==> src/rtl/morse_pkg.sv <==
// -----------------------------------------------------------------------------
// morse_pkg
// Shared definitions for the Morse-code digit keyer:
//   - state_e            : keyer FSM states
//   - MORSE_LEN          : symbols per digit
//   - *_UNITS            : element lengths in Morse time units
//   - digit_to_pattern() : BCD digit -> 5-symbol pattern (1 = dash, MSB first);
//                          also used by the combinational display path.
// -----------------------------------------------------------------------------
package morse_pkg;

    typedef enum logic [1:0] {
        IDLE  = 2'd0,
        MARK  = 2'd1,
        SPACE = 2'd2,
        GAP   = 2'd3
    } state_e;

    localparam int MORSE_LEN = 5;

    localparam logic [1:0] DOT_UNITS   = 2'd1;
    localparam logic [1:0] DASH_UNITS  = 2'd3;
    localparam logic [1:0] SPACE_UNITS = 2'd1;
    localparam logic [1:0] GAP_UNITS   = 2'd3;

    // Digits above 9 map to all-dots; callers are expected to reject them.
    function automatic logic [MORSE_LEN-1:0] digit_to_pattern(input logic [3:0] d);
        logic [MORSE_LEN-1:0] p;
        case (d)
            4'd0:    p = 5'b11111;
            4'd1:    p = 5'b01111;
            4'd2:    p = 5'b00111;
            4'd3:    p = 5'b00011;
            4'd4:    p = 5'b00001;
            4'd5:    p = 5'b00000;
            4'd6:    p = 5'b10000;
            4'd7:    p = 5'b11000;
            4'd8:    p = 5'b11100;
            4'd9:    p = 5'b11110;
            default: p = 5'b00000;
        endcase
        return p;
    endfunction

endpackage

==> src/rtl/morse_unit_timer.sv <==
// -----------------------------------------------------------------------------
// morse_unit_timer
// Loadable down-counter measuring Morse elements in whole units.
//   clk       in  board clock
//   reset_n   in  asynchronous active-low reset
//   load_i    in  reload the counter for units_i units
//   units_i   in  element length in units (1..3)
//   expire_o  out high in the last cycle of the loaded interval
// Loading N units makes expire_o assert on the N*UNIT_CYCLES-th cycle after
// the load edge, so a state entered with a load lasts exactly N units.
// -----------------------------------------------------------------------------
module morse_unit_timer #(
    parameter int UNIT_CYCLES = 12_500_000
) (
    input  logic       clk,
    input  logic       reset_n,
    input  logic       load_i,
    input  logic [1:0] units_i,
    output logic       expire_o
);

    localparam int TW = $clog2(3 * UNIT_CYCLES);

    localparam logic [TW-1:0] LOAD_1U = TW'(UNIT_CYCLES - 1);
    localparam logic [TW-1:0] LOAD_2U = TW'(2 * UNIT_CYCLES - 1);
    localparam logic [TW-1:0] LOAD_3U = TW'(3 * UNIT_CYCLES - 1);

    logic [TW-1:0] cnt_q, cnt_d;

    always_comb begin
        cnt_d = cnt_q;
        if (load_i) begin
            case (units_i)
                2'd1:    cnt_d = LOAD_1U;
                2'd2:    cnt_d = LOAD_2U;
                2'd3:    cnt_d = LOAD_3U;
                default: cnt_d = '0;
            endcase
        end else if (cnt_q != '0) begin
            // Parks at zero once expired so an idle timer draws no activity.
            cnt_d = cnt_q - TW'(1);
        end
    end

    always_ff @(posedge clk or negedge reset_n) begin
        if (!reset_n) begin
            cnt_q <= '0;
        end else begin
            cnt_q <= cnt_d;
        end
    end

    assign expire_o = (cnt_q == '0);

endmodule

==> src/rtl/morse_keyer_ctrl.sv <==
// -----------------------------------------------------------------------------
// morse_keyer_ctrl
// Plays a BCD digit as a 5-symbol Morse pattern on a single key output and
// presents the latched parallel pattern.
//   clk       in  board clock
//   reset_n   in  asynchronous active-low reset
//   digit     in  [3:0] digit to send, sampled on an accepted start
//   start     in  request strobe, accepted only while idle
//   repeat_i  in  (MORSE_REPEAT_EN only) replay the pattern after the gap
//   busy      out high while transmitting
//   done      out one-cycle pulse at end of transmission or on rejection
//   key_out   out Morse key, 1 = mark
//   pattern   out [4:0] latched pattern, MSB sent first, 1 = dash
//   invalid   out latched digit was > 9
// Optional feature macro: MORSE_REPEAT_EN.
// -----------------------------------------------------------------------------
module morse_keyer_ctrl
    import morse_pkg::*;
#(
    parameter int UNIT_CYCLES = 12_500_000
) (
    input  logic                 clk,
    input  logic                 reset_n,
`ifdef MORSE_REPEAT_EN
    input  logic                 repeat_i,
`endif
    input  logic [3:0]           digit,
    input  logic                 start,
    output logic                 busy,
    output logic                 done,
    output logic                 key_out,
    output logic [MORSE_LEN-1:0] pattern,
    output logic                 invalid
);

    state_e               state_q, state_d;
    logic [2:0]           sym_idx_q, sym_idx_d;
    logic [MORSE_LEN-1:0] pattern_q, pattern_d;
    logic                 invalid_q, invalid_d;
    logic                 done_q, done_d;
    logic                 key_q, key_d;
    logic                 busy_q, busy_d;

    logic                 tmr_load;
    logic [1:0]           tmr_units;
    logic                 tmr_expire;
    logic [2:0]           sym_dec;

    morse_unit_timer #(
        .UNIT_CYCLES (UNIT_CYCLES)
    ) u_timer (
        .clk      (clk),
        .reset_n  (reset_n),
        .load_i   (tmr_load),
        .units_i  (tmr_units),
        .expire_o (tmr_expire)
    );

    assign sym_dec = sym_idx_q - 3'd1;

    always_comb begin
        state_d   = state_q;
        sym_idx_d = sym_idx_q;
        pattern_d = pattern_q;
        invalid_d = invalid_q;
        done_d    = 1'b0;
        tmr_load  = 1'b0;
        tmr_units = DOT_UNITS;

        case (state_q)
            IDLE: begin
                if (start) begin
                    if (digit <= 4'd9) begin
                        pattern_d = digit_to_pattern(digit);
                        sym_idx_d = 3'd4;
                        invalid_d = 1'b0;
                        state_d   = MARK;
                        tmr_load  = 1'b1;
                        tmr_units = pattern_d[4] ? DASH_UNITS : DOT_UNITS;
                    end else begin
                        invalid_d = 1'b1;
                        pattern_d = '0;
                        done_d    = 1'b1;
                    end
                end
            end
            MARK: begin
                if (tmr_expire) begin
                    tmr_load = 1'b1;
                    if (sym_idx_q == 3'd0) begin
                        state_d   = GAP;
                        tmr_units = GAP_UNITS;
                    end else begin
                        state_d   = SPACE;
                        tmr_units = SPACE_UNITS;
                    end
                end
            end
            SPACE: begin
                if (tmr_expire) begin
                    sym_idx_d = sym_dec;
                    state_d   = MARK;
                    tmr_load  = 1'b1;
                    tmr_units = pattern_q[sym_dec] ? DASH_UNITS : DOT_UNITS;
                end
            end
            GAP: begin
                if (tmr_expire) begin
`ifdef MORSE_REPEAT_EN
                    if (repeat_i) begin
                        // Replay back-to-back: busy stays high, no done pulse.
                        sym_idx_d = 3'd4;
                        state_d   = MARK;
                        tmr_load  = 1'b1;
                        tmr_units = pattern_q[4] ? DASH_UNITS : DOT_UNITS;
                    end else begin
                        state_d = IDLE;
                        done_d  = 1'b1;
                    end
`else
                    state_d = IDLE;
                    done_d  = 1'b1;
`endif
                end
            end
            default: state_d = IDLE;
        endcase

        // Outputs are registered from the next state so they align with it.
        key_d  = (state_d == MARK);
        busy_d = (state_d != IDLE);
    end

    always_ff @(posedge clk or negedge reset_n) begin
        if (!reset_n) begin
            state_q   <= IDLE;
            sym_idx_q <= '0;
            pattern_q <= '0;
            invalid_q <= 1'b0;
            done_q    <= 1'b0;
            key_q     <= 1'b0;
            busy_q    <= 1'b0;
        end else begin
            state_q   <= state_d;
            sym_idx_q <= sym_idx_d;
            pattern_q <= pattern_d;
            invalid_q <= invalid_d;
            done_q    <= done_d;
            key_q     <= key_d;
            busy_q    <= busy_d;
        end
    end

    assign busy    = busy_q;
    assign done    = done_q;
    assign key_out = key_q;
    assign pattern = pattern_q;
    assign invalid = invalid_q;

endmodule

==> config.mk <==
export PLATFORM = sky130hd
export DESIGN_NAME = morse_keyer_ctrl
export DESIGN_NICKNAME = d
export VERILOG_FILES = /design/src/rtl/morse_pkg.sv /design/src/rtl/morse_unit_timer.sv /design/src/rtl/morse_keyer_ctrl.sv
export SDC_FILE = /design/constraint.sdc
export NUM_CORES = 1
export LEC_CHECK = 0
export ABC_AREA = 1
export ABC_CLOCK_PERIOD_IN_PS = 2500
export CORE_MARGIN = 3
export CORE_UTILIZATION = 40
export CTS_BUF_LIST = sky130_fd_sc_hd__clkbuf_4
export DETAILED_ROUTE_END_ITERATION = 10
export GPL_TIMING_DRIVEN = 0
export PLACE_DENSITY = 0.6
export SYNTH_ARGS = -nofsm -noshare
export SYNTH_HDL_FRONTEND = slang
export SYNTH_SLANG_ARGS = --single-unit
==> constraint.sdc <==
create_clock -name clk -period 2.5 [get_ports clk]
set_input_delay 0.25 -clock clk [delete_from_list [all_inputs] [get_ports clk]]
set_output_delay 0.25 -clock clk [all_outputs]
set_load 0.01 [all_outputs]
# After elaboration in Yosys (flattened, before gate mapping)
# Memory sizes are Yosys's and may differ from the RTL's.
# Index checks and enable logic that the tools add are counted.
[classes]
n_reduce_logical = 10
eq_ne = 10
add_sub_neg = 2
muxes = 35
order_cmp = 2
[op_table]
columns = ["operator", "n"]
rows = [
  ["26-bit one-hot mux with 3 select lines", 1],
  ["26-bit two-way mux", 2],
  ["26-bit logical NOT", 1],
  ["26-bit nonzero test", 1],
  ["26-bit by 1-bit subtractor with 26-bit output (second input constant)", 1],
  ["2-bit two-way mux", 12],
  ["5-bit two-way mux", 4],
  ["3-bit two-way mux", 3],
  ["2-bit equality test (second input constant)", 4],
  ["2-bit one-hot mux with 4 select lines", 1],
  ["1-bit two-way mux", 7],
  ["2-bit by 1-bit equality test with 1-bit output (second input constant)", 3],
  ["2-bit != test (second input constant)", 3],
  ["2-bit one-hot mux with 3 select lines", 1],
  ["3-bit one-hot mux with 2 select lines", 1],
  ["2-bit nonzero test", 3],
  ["4-bit less-or-equal comparator (second input constant)", 1],
  ["3-bit by 4-bit less-than comparator with 1-bit output (second input constant)", 1],
  ["1-bit one-hot mux with 2 select lines", 2],
  ["4-bit AND reduction", 1],
  ["1-bit binary-select mux with 3-bit select", 1],
  ["3-bit logical NOT", 1],
  ["3-bit by 1-bit subtractor with 3-bit output (second input constant)", 1],
  ["2-bit logical NOT", 1],
  ["other kinds (2)", 2],
]
[totals]
memories = 1
word_cells = 68
inputBits = 7
reg_bits = 40
mem_bits_ro = 80
[memory_table]
columns = ["memory", "words", "width", "rd", "rd_clocked_by_memory_dff", "write_ports", "line", "rtl"]
rows = [
  ["(no name shown)", 16, 5, 1, 0, 0, "morse_pkg.sv:29", "case (d)"],
]

# Longest topological paths before layout
[logic_depth]
depth_word = 11
ltp_mapped = 13
mapped_depth_nobuf = 13

# Hierarchy
# A second synthesis with hierarchy kept.
[hier_totals]
cells_unflattened = 387
hier_area_um2 = 2763.9
[by_module_without_submodules]
columns = ["mod", "seq_area_each_um2", "area_each_um2", "cells_per_inst", "instances"]
rows = [
  ["morse_unit_timer", 650.6, 1895.6, 268, 1],
  ["morse_keyer_ctrl", 350.3, 868.3, 119, 1],
]

# Worst setup path after synthesis
# OpenSTA, ideal clock, no wires.
[synth_timing]
kind = "reg2reg"
from = "register u_timer.cnt_q[0]"
to = "register u_timer.cnt_q[23]"
setup_ps = 127
arrival_time_ps = 1617
stages_incl_launch_ff = 13
required_time_ps = 2373
synth_period_minus_slack_ps = 1744
path_slack_ps = 756
path_cell_list = "dfrtp_1 -> inv_1 -> ha_1 -> inv_2 -> nor2_1 -> nand3_1 -> nor2_4 -> nand2_1 -> nand2_2 -> nand2_4 -> buf_2 -> nand2_1 -> a21oi_1"
[synth_via]
elab_chain_cells = 6
word_cells_on_any_way = 15
classes_between = "1 x add/sub; 3 x eq/ne; 8 x mux; 3 x reduce/logical"
[synth_rtl]
columns = ["element", "line", "rtl"]
rows = [
  ["start, declared", "morse_unit_timer.sv:28", "logic [TW-1:0] cnt_q, cnt_d;"],
  ["start signal, assigned", "morse_unit_timer.sv:49", "cnt_q <= cnt_d;"],
  ["26-bit logical NOT", "morse_unit_timer.sv:53", "assign expire_o = (cnt_q == '0);"],
  ["2-bit two-way mux (on tied branches)", "morse_keyer_ctrl.sv:100, morse_keyer_ctrl.sv:88", ""],
  ["2-bit one-hot mux with 3 select lines", "morse_keyer_ctrl.sv:70", "case (state_q)"],
  ["2-bit equality test or 2-bit by 1-bit equality test with 1-bit output (tied branches)", "morse_unit_timer.sv:33", "case (units_i)"],
  ["26-bit one-hot mux with 3 select lines", "morse_unit_timer.sv:33", ""],
  ["26-bit two-way mux", "morse_unit_timer.sv:32", "if (load_i) begin"],
]
# Parallel ways exist; a longest one is shown, timed or not. The select of a mux whose other input is x is not followed.
# A chain may end at the register's enable or synchronous reset.

# Worst setup path in the final report
# Same ends and word-level chain as after synthesis.

==> impl_metrics.env <==
export IMPL_status="finished clean"
export IMPL_number_of_antenna_violations_at_the_first_check_in_global_routing=0
export IMPL_final_hold_viol_count=0
export IMPL_yosys_register_bits=40
export IMPL_syn_area_per_cell_um2=7.568
export IMPL_nNetsFinal=367
export IMPL_die_w_um=84.78
export IMPL_hold_path_class="in -> async"
export IMPL_floorplan_die_area_mm2=0.007187
export IMPL_clock_buffer_count_from_cts=5
export IMPL_tightest_slew_ns=0.4860
export IMPL_synth_simple_gate_area_share_pct=36.29
export IMPL_final_layout_size_suffix_gt1_share_pct=12.46
export IMPL_period_minus_slack_ns=2.095
export IMPL_critical_path_class="reg -> reg"
export IMPL_routed_wire_per_std_cell_um=13.29
export IMPL_cts_root_buffer_cell="sky130_fd_sc_hd__clkbuf_4"
export IMPL_synth_area_mm2=0.002482
export IMPL_post_cts_setup_buffers=0
export IMPL_clk_latency_ns=0.36
export IMPL_yosys_area_top_type="sky130_fd_sc_hd__dfrtp_1"
export IMPL_synth_lib_cells_used_distinct=32
export IMPL_placement_cell_area_mm2=0.002741
export IMPL_cts_reportedPaths_clkPinSlew_ns=0.14
export IMPL_area_growth_synth_to_final_pct=13.31
export IMPL_totalNegativeSetupSlack_ns=0
export IMPL_finalClockSkew_ns=0.01037
export IMPL_layout_worst_path_cycle_share_pct=83.78
export IMPL_netlist_instances=328
export IMPL_fp_row_count=28
export IMPL_synth_largest_type_area_fraction_pct=40.32
export IMPL_synth_common_cells="sky130_fd_sc_hd__nand2_1, sky130_fd_sc_hd__nor2_1, sky130_fd_sc_hd__dfrtp_1"
export IMPL_cts_tree="yes"
export IMPL_power_density_mw_per_mm2=758.8
export IMPL_post_synth_xor_xnor_area_pct=3.881
export IMPL_clock_fmax_mhz=477.4
export IMPL_io_pins=16
export IMPL_max_cap_violations=0
export IMPL_drc=0
export IMPL_synth_compound_gate_area_share_pct=8.569
export IMPL_cts_resized_gates=0
export IMPL_synth_adder_area_share_pct=4.032
export IMPL_design_area_mm2=0.002813
export IMPL_first_global_vias=2146
export IMPL_post_dp_hpwl_mm=4.353
export IMPL_post_drt_via_cell_ratio=4.958
export IMPL_fin_total_pwr_uw=2134
export IMPL_global_route_usage_total_pct=17.67
export IMPL_top_count_cell_post_synth="sky130_fd_sc_hd__nand2_1"
export IMPL_post_synth_edffs=0
export IMPL_clk_path_buf_depth=2
export IMPL_initial_utilization_pct=41.68
export IMPL_power_switching_uw=855.3
export IMPL_antenna_left=0
export IMPL_tritoncts_sinks=40
export IMPL_mappedNetlistNets=343
export IMPL_first_pass_iters=4
export IMPL_dr_first_iter_drc_count=107
export IMPL_finalSetupViolCount=0
export IMPL_ys_async_sr_fraction_pct=100.0
export IMPL_worst_setup_sp_type="flop"
export IMPL_gp_congestion=0.8988
export IMPL_cp_arrival_ns=2.34
export IMPL_worst_slew_margin_rel_pct=67.35
export IMPL_worst_ep_required_time_ns=2.74
export IMPL_crit_fanout=10
export IMPL_timing_final_max_slew_violations=0
export IMPL_detailroute_via_count=2122
export IMPL_pwr_share_clk_pct=16.7
export IMPL_yosysWarningCount=0
export IMPL_num_antenna_cells=0
export IMPL_port_buffers=15
export IMPL_synth_sequential_area_ratio_pct=40.32
export IMPL_portion_of_netlist_area_occupied_by_mux_cells_pct=0
export IMPL_power_switching_share_pct=40.08
export IMPL_combinational_fraction_of_design_power_pct=38.4
export IMPL_die_height_um=84.78
export IMPL_rsz0062_at_grt="no"
export IMPL_part_of_the_power_in_registers_pct=44.9
export IMPL_timing_critical_path_to_type="flop"
export IMPL_hold_bufs_inserted_after_cts=1
export IMPL_grt_pass1_wl_mm=10.21
export IMPL_combinational_family_with_the_most_area_after_synthesis="simple AND/OR/NAND/NOR gates"
export IMPL_drt_total_wl_mm=5.687
export IMPL_core_region_area_mm2=0.005956
export IMPL_cts_htree_levels=2
export IMPL_grt_max_degree=27
export IMPL_power_ir_vdd_worst_uv=408.3
export IMPL_cellLeakagePower_uw=0.001208
export IMPL_synth_top_cells_by_area="sky130_fd_sc_hd__dfrtp_1, sky130_fd_sc_hd__nand2_1, sky130_fd_sc_hd__nor2_1"
export IMPL_grt_overflow=0
export IMPL_top_ff_cell_synth="sky130_fd_sc_hd__dfrtp_1"
export IMPL_intPower_uw=1279
==> through the flow <==
stage	setup WS [ns]	std cells	hold slack, ns	util, %
6_report	0.4055	428	0.3116	47.23
5_1_grt	0.1973	428	0.3407	47.23
4_1_cts	0.3734	428	0.3247	47.23
3_5_place_dp	0.4078	419	0.2022	46.03
3_3_place_gp	0.05053	418	0.4741	45.78
2_1_floorplan	0.7557	328	-0.04559	-
==> state kept, by name, indices dropped and copies added, names as in the netlist <==
name and flops:
u_timer.cnt_q 26, pattern 5, sym_idx_q 3, state_q 2, busy 1, done 1
invalid 1, key_out 1
==> critical path: stages (launching register included) <==
cell and delay, ns:
sky130_fd_sc_hd__dfrtp_1 0.41, sky130_fd_sc_hd__inv_1 0.10, sky130_fd_sc_hd__ha_1 0.23, sky130_fd_sc_hd__inv_2 0.04
sky130_fd_sc_hd__nor2_1 0.23, sky130_fd_sc_hd__nand3_1 0.20, sky130_fd_sc_hd__nor2_4 0.16, sky130_fd_sc_hd__nand2_1 0.07
sky130_fd_sc_hd__nand2_2 0.08, sky130_fd_sc_hd__nand2_4 0.10, sky130_fd_sc_hd__buf_2 0.22, sky130_fd_sc_hd__nand2_1 0.09
sky130_fd_sc_hd__a21oi_1 0.06
==> layout make-up <==
class / count / area (um^2)
Timing Repair Buffer: 17 / 175.2
Sequential cell: 40 / 1001
Fill cell: 612 / 3143
Buffer: 3 / 27.53
Clock inverter: 3 / 23.77
Inverter: 37 / 143.9
Clock buffer: 5 / 37.54
Multi-Input combinational cell: 248 / 1310
Tap cell: 75 / 93.84
==> power by group through the flow <==
stage | registers, uW | logic [uW] | clock network (uW)
6_report | 959 | 820 | 356
5_1_grt | 989 | 940 | 400
4_1_cts | 955 | 827 | 370
3_5_place_dp | 966 | 821 | 0
3_3_place_gp | 967 | 807 | 0
2_1_floorplan | 965 | 536 | 0
==> placed cells by master, fill, tap and decap left out <==
master	Yosys	final
sky130_fd_sc_hd__a21oi_1	15	15
sky130_fd_sc_hd__a22o_1	2	2
sky130_fd_sc_hd__a31oi_1	1	1
sky130_fd_sc_hd__buf_12	0	1
sky130_fd_sc_hd__buf_2	1	2
sky130_fd_sc_hd__buf_6	2	2
sky130_fd_sc_hd__clkbuf_4	0	5
sky130_fd_sc_hd__clkdlybuf4s50_1	0	14
sky130_fd_sc_hd__clkinv_1	1	1
sky130_fd_sc_hd__clkinv_4	1	2
sky130_fd_sc_hd__clkinvlp_4	0	2
sky130_fd_sc_hd__dfrtp_1	40	40
sky130_fd_sc_hd__dlygate4sd3_1	0	1
sky130_fd_sc_hd__ha_1	8	8
sky130_fd_sc_hd__inv_1	28	28
sky130_fd_sc_hd__inv_2	7	7
sky130_fd_sc_hd__nand2_1	80	80
sky130_fd_sc_hd__nand2_2	5	5
sky130_fd_sc_hd__nand2_4	1	1
sky130_fd_sc_hd__nand3_1	18	18
sky130_fd_sc_hd__nand3b_1	6	6
sky130_fd_sc_hd__nand3b_4	1	1
sky130_fd_sc_hd__nand4_1	6	6
sky130_fd_sc_hd__nor2_1	44	44
sky130_fd_sc_hd__nor2_2	9	9
sky130_fd_sc_hd__nor2_4	5	5
sky130_fd_sc_hd__nor3_1	11	11
sky130_fd_sc_hd__nor3_2	2	2
sky130_fd_sc_hd__nor4_1	1	1
sky130_fd_sc_hd__o211ai_1	1	1
sky130_fd_sc_hd__o21a_1	2	2
sky130_fd_sc_hd__o21ai_0	11	11
sky130_fd_sc_hd__o21ai_1	6	6
sky130_fd_sc_hd__o22ai_1	1	1
sky130_fd_sc_hd__or2_1	1	1
sky130_fd_sc_hd__xnor2_1	7	7
sky130_fd_sc_hd__xor2_1	4	4
==> kinds of logic (layout without fill, tap and decap cells) <==
kind of cell	Yosys count	after routing
compound gates	39	39
fa+ha+maj	8	8
buf+inv	40	65
simple gates	190	190
flops	40	40
xor+xnor	11	11
==> layer usage <==
metal / global-route usage (%) / share of wire (%) / vias up
li1: - / - / 1103
met1: 24.39 / 50 / 983
met2: 28.83 / 46 / 31
met3: 2.944 / 3.2 / 5
met4: 4.604 / 0.90 / 0
met5: 0 / 0 / -
==> final timing paths <==
kind                                         startpoint                            end  slack (ns)  cells past startpoint
hold / removal                                  reset_n  u_timer.cnt_q[15]$_DFFE_PN0P_        0.31                      2
setup / recovery           u_timer.cnt_q[0]$_DFFE_PN0P_  u_timer.cnt_q[23]$_DFFE_PN0P_        0.41                     12
setup reg to reg           u_timer.cnt_q[0]$_DFFE_PN0P_  u_timer.cnt_q[23]$_DFFE_PN0P_        0.41                     12
min in group clk                    invalid$_DFFE_PN0P_            invalid$_DFFE_PN0P_        0.50                      2
max in group asynchronous                       reset_n  u_timer.cnt_q[17]$_DFFE_PN0P_        1.72                      3
hold reg to reg                     invalid$_DFFE_PN0P_            invalid$_DFFE_PN0P_        0.50                      2
(Power assumes the default switching activity.)
